## src/rtl/laser_scheduler.sv

```systemverilog
// -----------------------------------------------------------------------------
// laser_scheduler
//   Shares the single VGA write port between N_LASERS laser instances. Once per
//   frame it walks the lasers in round-robin order, starting from a pointer
//   that advances by one every frame. Each active laser gets a one-cycle start
//   pulse, then owns the VGA port until it reports done. The destroyed-car masks
//   seen while lasers are being serviced are ORed into one per-frame result.
//
//   Optional feature macro: LASER_SCHED_TIMEOUT_EN
//     Defined   -> a per-service watchdog abandons a laser after TIMEOUT cycles
//                  in BUSY and sets the sticky timeout_err output.
//     Undefined -> no watchdog and no timeout_err port; BUSY waits indefinitely.
//
// Parameters
//   N_LASERS  number of lasers scheduled (1..8)
//   TIMEOUT   watchdog limit in BUSY cycles (exists only with the macro)
//
// Ports
//   clk             in   system clock, rising edge
//   resetn          in   asynchronous active-low reset
//   frame_start     in   1-cycle pulse, starts a frame's service pass (IDLE only)
//   laser_active    in   [N]    laser i is placed and should be serviced
//   laser_done      in   [N]    done pulse from laser i
//   laser_we        in   [N]    per-laser VGA write enable
//   laser_coords    in   [15N]  per-laser {x,y}, laser i at [15i+14:15i]
//   laser_colour    in   [9N]   per-laser colour, laser i at [9i+8:9i]
//   laser_destroyed in   [4N]   per-laser destroyed-car mask, laser i at [4i+3:4i]
//   enable_draw     out  [N]    one-hot 1-cycle start pulse to the selected laser
//   vga_WriteEn     out         write enable of the laser being serviced
//   vga_coords      out  [15]   coords of the laser being serviced
//   vga_colour      out  [9]    colour of the laser being serviced
//   destroyed_cars  out  [4]    OR of the serviced masks, updated with cycle_done
//   cycle_done      out         1-cycle pulse once every laser has been visited
//   busy            out         high whenever the scheduler is not idle
//   frame_overrun   out         sticky: frame_start seen while not idle
//   timeout_err     out         sticky watchdog flag (macro only)
// -----------------------------------------------------------------------------
module laser_scheduler #(
  parameter int N_LASERS = 4
`ifdef LASER_SCHED_TIMEOUT_EN
  ,
  parameter int TIMEOUT  = 4095
`endif
) (
  input  logic                   clk,
  input  logic                   resetn,
  input  logic                   frame_start,
  input  logic [N_LASERS-1:0]    laser_active,
  input  logic [N_LASERS-1:0]    laser_done,
  input  logic [N_LASERS-1:0]    laser_we,
  input  logic [15*N_LASERS-1:0] laser_coords,
  input  logic [9*N_LASERS-1:0]  laser_colour,
  input  logic [4*N_LASERS-1:0]  laser_destroyed,
  output logic [N_LASERS-1:0]    enable_draw,
  output logic                   vga_WriteEn,
  output logic [14:0]            vga_coords,
  output logic [8:0]             vga_colour,
  output logic [3:0]             destroyed_cars,
  output logic                   cycle_done,
  output logic                   busy,
  output logic                   frame_overrun
`ifdef LASER_SCHED_TIMEOUT_EN
  ,
  output logic                   timeout_err
`endif
);

  localparam int IDX_W = (N_LASERS > 1) ? $clog2(N_LASERS) : 1;

  typedef enum logic [2:0] {
    S_IDLE,
    S_SCAN,
    S_START,
    S_BUSY,
    S_DONE
  } state_t;

  state_t              state_q;
  logic [IDX_W-1:0]    idx_q;
  logic [IDX_W-1:0]    rr_ptr_q;
  logic [3:0]          scanned_q;
  logic [3:0]          acc_q;
  logic [N_LASERS-1:0] enable_draw_q;
  logic [3:0]          destroyed_q;
  logic                cycle_done_q;
  logic                overrun_q;

  // Next-value helpers shared by SCAN and BUSY
  logic [IDX_W-1:0]    idx_inc_d;
  logic [IDX_W-1:0]    rr_inc_d;
  logic [3:0]          scanned_inc_d;
  logic                last_d;
  logic                abort_d;

  // Signals of the laser selected by idx_q
  logic [N_LASERS-1:0] idx_oh;
  logic                sel_active;
  logic                sel_done;
  logic                sel_we;
  logic [14:0]         sel_coords;
  logic [8:0]          sel_colour;
  logic [3:0]          sel_destroyed;

  assign idx_inc_d     = (idx_q == IDX_W'(N_LASERS - 1)) ? '0 : idx_q + 1'b1;
  assign rr_inc_d      = (rr_ptr_q == IDX_W'(N_LASERS - 1)) ? '0 : rr_ptr_q + 1'b1;
  assign scanned_inc_d = scanned_q + 4'd1;
  assign last_d        = (scanned_inc_d == 4'(N_LASERS));

  // Select by comparison rather than a variable part-select so that an index
  // can never address bits beyond the packed buses.
  always_comb begin
    idx_oh        = '0;
    sel_active    = 1'b0;
    sel_done      = 1'b0;
    sel_we        = 1'b0;
    sel_coords    = '0;
    sel_colour    = '0;
    sel_destroyed = '0;
    for (int i = 0; i < N_LASERS; i++) begin
      if (idx_q == IDX_W'(i)) begin
        idx_oh[i]     = 1'b1;
        sel_active    = laser_active[i];
        sel_done      = laser_done[i];
        sel_we        = laser_we[i];
        sel_coords    = laser_coords[15*i +: 15];
        sel_colour    = laser_colour[9*i +: 9];
        sel_destroyed = laser_destroyed[4*i +: 4];
      end
    end
  end

`ifdef LASER_SCHED_TIMEOUT_EN
  localparam int CNT_W = (TIMEOUT > 1) ? $clog2(TIMEOUT + 1) : 1;

  logic [CNT_W-1:0] wd_cnt_q;
  logic             timeout_err_q;

  // A genuine done in the same cycle as the limit wins over the abort.
  assign abort_d = (state_q == S_BUSY) && !sel_done &&
                   (wd_cnt_q == CNT_W'(TIMEOUT - 1));

  always_ff @(posedge clk or negedge resetn) begin
    if (!resetn) begin
      wd_cnt_q      <= '0;
      timeout_err_q <= 1'b0;
    end else begin
      if (state_q == S_START) begin
        wd_cnt_q <= '0;
      end else if (state_q == S_BUSY) begin
        wd_cnt_q <= wd_cnt_q + 1'b1;
      end
      if (abort_d) begin
        timeout_err_q <= 1'b1;
      end
    end
  end

  assign timeout_err = timeout_err_q;
`else
  assign abort_d = 1'b0;
`endif

  always_ff @(posedge clk or negedge resetn) begin
    if (!resetn) begin
      state_q       <= S_IDLE;
      idx_q         <= '0;
      rr_ptr_q      <= '0;
      scanned_q     <= '0;
      acc_q         <= '0;
      enable_draw_q <= '0;
      destroyed_q   <= '0;
      cycle_done_q  <= 1'b0;
      overrun_q     <= 1'b0;
    end else begin
      enable_draw_q <= '0;
      cycle_done_q  <= 1'b0;

      // Only IDLE accepts a frame; anything else (including DONE) is an overrun.
      if (frame_start && (state_q != S_IDLE)) begin
        overrun_q <= 1'b1;
      end

      case (state_q)
        S_IDLE: begin
          if (frame_start) begin
            state_q   <= S_SCAN;
            idx_q     <= rr_ptr_q;
            scanned_q <= '0;
            acc_q     <= '0;
          end
        end

        S_SCAN: begin
          if (sel_active) begin
            // Registered so the pulse is visible exactly during START.
            enable_draw_q <= idx_oh;
            state_q       <= S_START;
          end else begin
            idx_q     <= idx_inc_d;
            scanned_q <= scanned_inc_d;
            state_q   <= last_d ? S_DONE : S_SCAN;
          end
        end

        S_START: begin
          state_q <= S_BUSY;
        end

        S_BUSY: begin
          if (!abort_d) begin
            acc_q <= acc_q | sel_destroyed;
          end
          if (sel_done || abort_d) begin
            idx_q     <= idx_inc_d;
            scanned_q <= scanned_inc_d;
            state_q   <= last_d ? S_DONE : S_SCAN;
          end
        end

        S_DONE: begin
          cycle_done_q <= 1'b1;
          destroyed_q  <= acc_q;
          rr_ptr_q     <= rr_inc_d;
          state_q      <= S_IDLE;
        end

        default: begin
          state_q <= S_IDLE;
        end
      endcase
    end
  end

  assign enable_draw    = enable_draw_q;
  assign cycle_done     = cycle_done_q;
  assign destroyed_cars = destroyed_q;
  assign frame_overrun  = overrun_q;
  assign busy           = (state_q != S_IDLE);

  // The VGA port is driven only while a laser owns it.
  assign vga_WriteEn = (state_q == S_BUSY) && sel_we;
  assign vga_coords  = (state_q == S_BUSY) ? sel_coords : 15'd0;
  assign vga_colour  = (state_q == S_BUSY) ? sel_colour : 9'd0;

endmodule

```

## config.mk

```make
export PLATFORM = sky130hd
export DESIGN_NAME = laser_scheduler
export DESIGN_NICKNAME = d
export VERILOG_FILES = /design/src/rtl/laser_scheduler.sv
export SDC_FILE = /design/constraint.sdc
export NUM_CORES = 1
export LEC_CHECK = 0
export BUFFER_PORTS_ARGS = -buffer_cell sky130_fd_sc_hd__buf_4
export CAP_MARGIN = 20
export CORE_ASPECT_RATIO = 1.5
export CORE_MARGIN = 1.5
export CORE_UTILIZATION = 25
export CTS_CLUSTER_DIAMETER = 30
export CTS_CLUSTER_SIZE = 12
export DETAILED_ROUTE_END_ITERATION = 6
export GPL_ROUTABILITY_DRIVEN = 0
export HOLD_SLACK_MARGIN = 0.08
export PLACE_DENSITY_LB_ADDON = 0.08
export SLEW_MARGIN = 20
export SYNTH_ARGS = -nofsm -noshare
export SYNTH_HDL_FRONTEND = slang
export SYNTH_SLANG_ARGS = --single-unit
```

## constraint.sdc

```tcl
create_clock -name clk -period 2.88 [get_ports clk]
set_input_delay 0 -clock clk [delete_from_list [all_inputs] [get_ports clk]]
set_output_delay 0 -clock clk [all_outputs]
set_load 0.1 [all_outputs]
```

==> Word level (Yosys, flattened, before mapping) <==
Cells that the tools add are included.
{ "op_classes": {"reduce_logical": 10, "n_mux": 49, "n_addsub": 3, "eq_ne": 12, "bitwise": 1} }
{ "op_table": {"columns": ["cell", "n"], "rows": [
  ["15-bit 2-to-1 mux", 5],
  ["9-bit 2-to-1 mux", 5],
  ["4-bit 2-to-1 mux", 9],
  ["1-bit 2-to-1 mux", 17],
  ["3-bit 2-to-1 mux", 4],
  ["3-bit one-hot mux with 4 select lines", 1],
  ["4-bit one-hot mux with 3 select lines", 1],
  ["2-bit 2-to-1 mux", 5],
  ["4-bit one-hot mux with 2 select lines", 1],
  ["2-bit equality test, second input constant", 3],
  ["3-bit by 2-bit equality test with 1-bit output, second input constant", 2],
  ["2-bit != test, second input constant", 3],
  ["2-bit one-hot mux with 3 select lines", 1],
  ["3-bit nonzero test", 2],
  ["2-bit by 1-bit adder with 2-bit output, second input constant", 2],
  ["4-bit by 1-bit adder with 4-bit output, second input constant", 1],
  ["4-bit by 3-bit equality test with 1-bit output, second input constant", 1],
  ["4-bit bitwise OR", 1],
  ["2-bit AND reduction", 2],
  ["4-bit AND reduction", 1],
  ["3-bit by 1-bit equality test with 1-bit output, second input constant", 1],
  ["3-bit equality test, second input constant", 1],
  ["3-bit zero test", 1],
  ["2-bit by 1-bit equality test with 1-bit output, second input constant", 1],
  ["3 further kinds", 4]
]} }
{ "totals": {"output_inout_bits": 36, "reg_bits": 25, "input_bits": 127} }

==> Logic depth before layout (Yosys ltp) <==
{ "logic_depth": {"depth_word": 7, "ltp_mapped": 10, "mapped_depth_nobuf": 7} }

==> Least setup slack after synthesis <==
OpenSTA, ideal clock, no wires.
{ "synth_path": {"path_kind": "register to output", "start": "register idx_q[0]", "end": "output vga_coords[2]", "slack_ns": -0.118, "t_required_ns": 2.880, "t_arrival_ns": 2.998, "stages_incl_launch_ff": 10, "path_cell_list": "dfrtp_1 -> ha_1 -> buf_4 -> nor2b_2 -> clkbuf_1 -> clkbuf_1 -> a221oi_1 -> nor3_1 -> a21oi_1 -> nor2_1"} }
{ "synth_via": {"elab_chain_cells": 6, "word_cells_on_any_way": 9, "cone_classes": "eq/ne: 3; mux: 5; reduce/logical: 1"} }
{ "synth_rtl": {"columns": ["element", "line", "text"], "rows": [
  ["from (decl)", "79", "logic [IDX_W-1:0] idx_q;"],
  ["from (signal assigned)", "187", "idx_q <= rr_ptr_q;"],
  ["from (signal assigned)", "199", "idx_q <= idx_inc_d;"],
  ["from (signal assigned)", "214", "idx_q <= idx_inc_d;"],
  ["2-bit zero test", "120", "if (idx_q == IDX_W'(i)) begin"],
  ["15-bit 2-to-1 mux (3 in series)", "120", null],
  ["15-bit 2-to-1 mux (*)", "120", null],
  ["15-bit 2-to-1 mux (*)", "242", "assign vga_coords = (state_q == S_BUSY) ? sel_coords : 15'd0;"],
  ["to (decl)", "56", "output logic [14:0] vga_coords,"]
]} }
Every way passes the cells marked *; elsewhere a longest branch is shown, timed or not.

==> Worst setup path in the final report <==
{ "layout_path": {"start": "register idx_q[0]", "end": "register scanned_q[0]"} }
{ "layout_via": {"elab_chain_cells": 7, "word_cells_on_any_way": 15, "cone_classes": "eq/ne: 5; mux: 8; reduce/logical: 2"} }
{ "layout_rtl": {"columns": ["element", "line", "text"], "rows": [
  ["2-bit zero test", "120", null],
  ["1-bit 2-to-1 mux (4 in series)", "120", null],
  ["2-bit != test (no source line)", null, null],
  ["4-bit AND reduction (no source line) (*)", null, null],
  ["to (signal assigned)", "200", "scanned_q <= scanned_inc_d;"],
  ["to (signal assigned)", "215", "scanned_q <= scanned_inc_d;"],
  ["to (decl)", "81", "logic [3:0] scanned_q;"]
]} }
Marked as above.
A chain may end at the register's enable or synchronous reset.

==> metrics.md <==
| Metric | Value |
|---|---|
| Status | completed |
| Fillers | 841 |
| Critical path startpoint category | flop |
| Final Skew | 0.00275 ns |
| Core Region | between 8000 and 9000 sq um |
| H-tree levels | 1 |
| Share of layout cells above drive strength 1 | roughly 48% |
| Layout Nets | between 500 and 600 |
| Crit. path cell count | 7 |
| RSZ-0062 raised after global routing | no |
| CTS tree | done |
| First-pass GRT wire length | between 10 and 15 mm |
| GRT overflow | 0 |
| Clk root buf | clkbuf_16 |
| CP Class | reg2reg |
| Worst-path cell chain | inv_1 > ha_1 > nor2b_2 > a221o_1 > a211oi_2 > and3_1 > mux2_4 |
| Total Routing Usage GR | between 10% and 20% |
| Synthesis-to-finish area growth | 70.8% |
| Predominant post-synthesis flop cell | dfrtp_1 |
| Synth unique cells | 40 |
| VDD IR max | about 1.0 mV |
| Final antenna diode count | 0 |
| R2R setup slack | between 0.4 and 0.5 ns |
| Die height | 115 um |
| Hold Path Stages | 3 |
| Fin Hold WS | between 0.08 and 0.09 ns |
| Asr flop ratio synth | between 90% and 100% |
| Crit path largest cell delay | roughly 0.40 ns |
| IO Port Bufs | roughly 160 |
| Post-Synthesis Cells | between 200 and 300 |
| Worst-Skew Late Latency | between 0.2 and 0.3 ns |
| Final Hold Viols | 0 |
| DR vias | 2706 |
| Detailed Route Iter0 Violations | around 70 |
| CP max-delay cell | dfrtp_1 |
| Register area | around 630 sq um |
| Placed cells | between 500 and 600 |
| Wire per inst | around 16 um |
| Dpl ws | 0.496 ns |
| Post-route clock period utilization | 82.7% |
| I/O Pins | between 150 and 200 |
| Post-synthesis sequential area ratio | 29.8% |
| Yosys reg bits | 25 |
| Achievable Freq | about 420 MHz |
| DRT antenna net count | 0 |
| WL final | between 8 and 9 mm |
| CTS Sinks | 25 |
| Avg Synthesized Cell Area | between 7 and 8 sq um |
| Die area | between 8000 and 9000 sq um |
| CP delay by family, top | compound AO/OA/AOI/OAI gates |
| DRC | 0 |
| Worst-path fanout max | 6 |
| CP endpoint kind | flop |
| Hold Startpoint | laser_active[3] |
| Num CTS Buffers | 3 |
| Synthesis Warnings | 0 |
| Worst slew pin tran | around 0.60 ns |
| DR vias/cell | 5.01 |
| WP buf/inv | 1 |
| Number of global-route vias before repair | roughly 2800 |
| Slew HR | between 50% and 60% |
| TritonRoute pass-1 iters | 4 |
| RR Endpoint | scanned_q[0] |
| Net Count, Synth | approximately 420 |
| Max-capacitance violation count | 0 |
| CTS clk-pin slew, worst paths | approximately 0.060 ns |
| Initial Util | 26.1% |
| Post-synth EDFFs | 0 |
| Multi-input logic area | around 1400 sq um |
| Lkg Pwr | 1.72 nW |
| Arr. time, crit path | between 2 and 3 ns |
| Setup_tns | 0 ns |
| Layout Cells excl Fill | 540 |
| Post_cts resized | 0 |
| Num rows | 40 |
| Reg2reg path depth | 7 |
| # setup viols final | 0 |
| Worst hold endpoint | enable_draw[3] |
| Chip Width | 77.8 um |
| Synthesized area | around 2100 sq um |
| RR Startpoint | idx_q[0] |
| Min-delay worst type | in2reg |
| Final-report max-slew violation count | 0 |
| Largest net degree at the start of global routing | 60 |
| Detailed Place HPWL | 7.01 mm |
| Setup ws final | approximately 0.5 ns |
| Pwr/cell area | roughly 1300 nW/um^2 |
| WP data required | ~3 ns |
| Initial antenna violation count | 0 |
| Min Tclk post-route | roughly 2.4 ns |
| Clock buffer depth | 2 |
==> flip-flops by register name, indices dropped and copies added (netlist names), 2 cells and up <==
register,count
destroyed_cars,4
rr_ptr_q,2
scanned_q,4
idx_q,2
state_q,3
acc_q,4
enable_draw,4
==> cell families after synthesis <==
logic type	Yosys count	synth area share, %
xor+xnor	2	0.834
flops	25	29.8
compound gates	79	26.3
simple gates	123	26.3
mux	11	5.84
fa+ha+maj	7	4.17
buf+inv	35	6.85
==> worst max-delay path by stage <==
stage                         from            end  slack [ns]
after floorplan           idx_q[0]  vga_coords[0]        0.18
after global placement    idx_q[0]   scanned_q[0]        0.55
after detailed placement  idx_q[0]   scanned_q[0]        0.50
after CTS                 idx_q[0]   scanned_q[0]        0.49
after global routing      idx_q[0]  vga_coords[1]        0.31
final                     idx_q[0]   scanned_q[0]        0.50
==> worst register-to-register path: stages, from the launching register on <==
cell and delay [ns]:
dfrtp_1 0.40, inv_1 0.10, ha_1 0.23, nor2b_2 0.18, a221o_1 0.35, a211oi_2 0.28, and3_1 0.40, mux2_4 0.33
==> report_power, final <==
group	internal (W)	total, W	leakage [nW]	switching [W]
sequential	0.000479	0.000597	0.319	0.000118
combinational	0.00111	0.00371	1.36	0.00260
clock	0.000189	0.000314	0.0371	0.000126
total	0.00178	0.00463	1.72	0.00284
==> stage by stage <==
stage	cell area [sq um]	utilization (%)	power [W]
global placement	3450	42.9	0.00433
floorplan	2150	-	0.00353
finish	3590	44.5	0.00463
detailed placement	3450	42.9	0.00434
global route	3590	44.5	0.00494
CTS	3590	44.5	0.00467
==> final cells by class <==
| class | instances | area share, % |
|---|---|---|
| multi-input cells | 222 | 38.6 |
| clock inverters | 1 | 0.209 |
| repair buffers | 176 | 37.2 |
| clock buffers | 3 | 2.09 |
| flip-flops and latches | 25 | 17.4 |
| well taps | 105 | 3.66 |
| inverters | 8 | 0.837 |
==> what timing repair did <==
| action | 4_1_cts | 5_1_grt |
|---|---|---|
| hold buffers | 5 | 0 |
| hold endpoints to repair | 29 | 0 |
| buffers inserted | 0 | 0 |
==> routing by layer <==
metal | part of all wire (%) | vias to the layer above | track usage, %
met4 | 1.0 | 0 | 5.45
met1 | 37 | 1246 | 22.0
met2 | 52 | 123 | 34.7
met3 | 9.3 | 6 | 5.40
li1 | - | 1331 | -
met5 | 0 | - | 0
==> cells in the final DEF (no fill, tap or decap), types with 3 or more instances in the layout <==
cell | netlist | final
a221o_1 | 3 | 3
dlygate4sd3_1 | 0 | 5
o21ai_0 | 6 | 6
nor2_1 | 62 | 42
nor3_1 | 33 | 33
nand2b_1 | 3 | 3
mux2i_1 | 4 | 4
mux2_2 | 6 | 6
a21oi_1 | 32 | 32
dfrtp_1 | 25 | 25
nand2_1 | 12 | 12
a221oi_1 | 28 | 28
ha_1 | 7 | 6
buf_4 | 1 | 171
inv_1 | 8 | 8
nor2_2 | 0 | 20
clkbuf_16 | 0 | 3
==> cell usage after synthesis (all sizes together), types with 2 or more instances <==
library cell / n / area, sq um
nor2: 62 / 233
nor3: 33 / 165
a21oi: 32 / 160
a221oi: 28 / 245
dfrtp: 25 / 626
clkbuf: 23 / 86.3
nand2: 12 / 45.0
inv: 8 / 30.0
ha: 7 / 87.6
mux2: 7 / 82.6
o21ai: 6 / 30.0
buf: 4 / 27.5
mux2i: 4 / 40.0
a221o: 3 / 30.0
nand2b: 3 / 18.8
nor2b: 3 / 21.3
a32o: 2 / 20.0
nand3: 2 / 10.0
xnor2: 2 / 17.5
No activity file was read; power rests on OpenSTA's default activity.
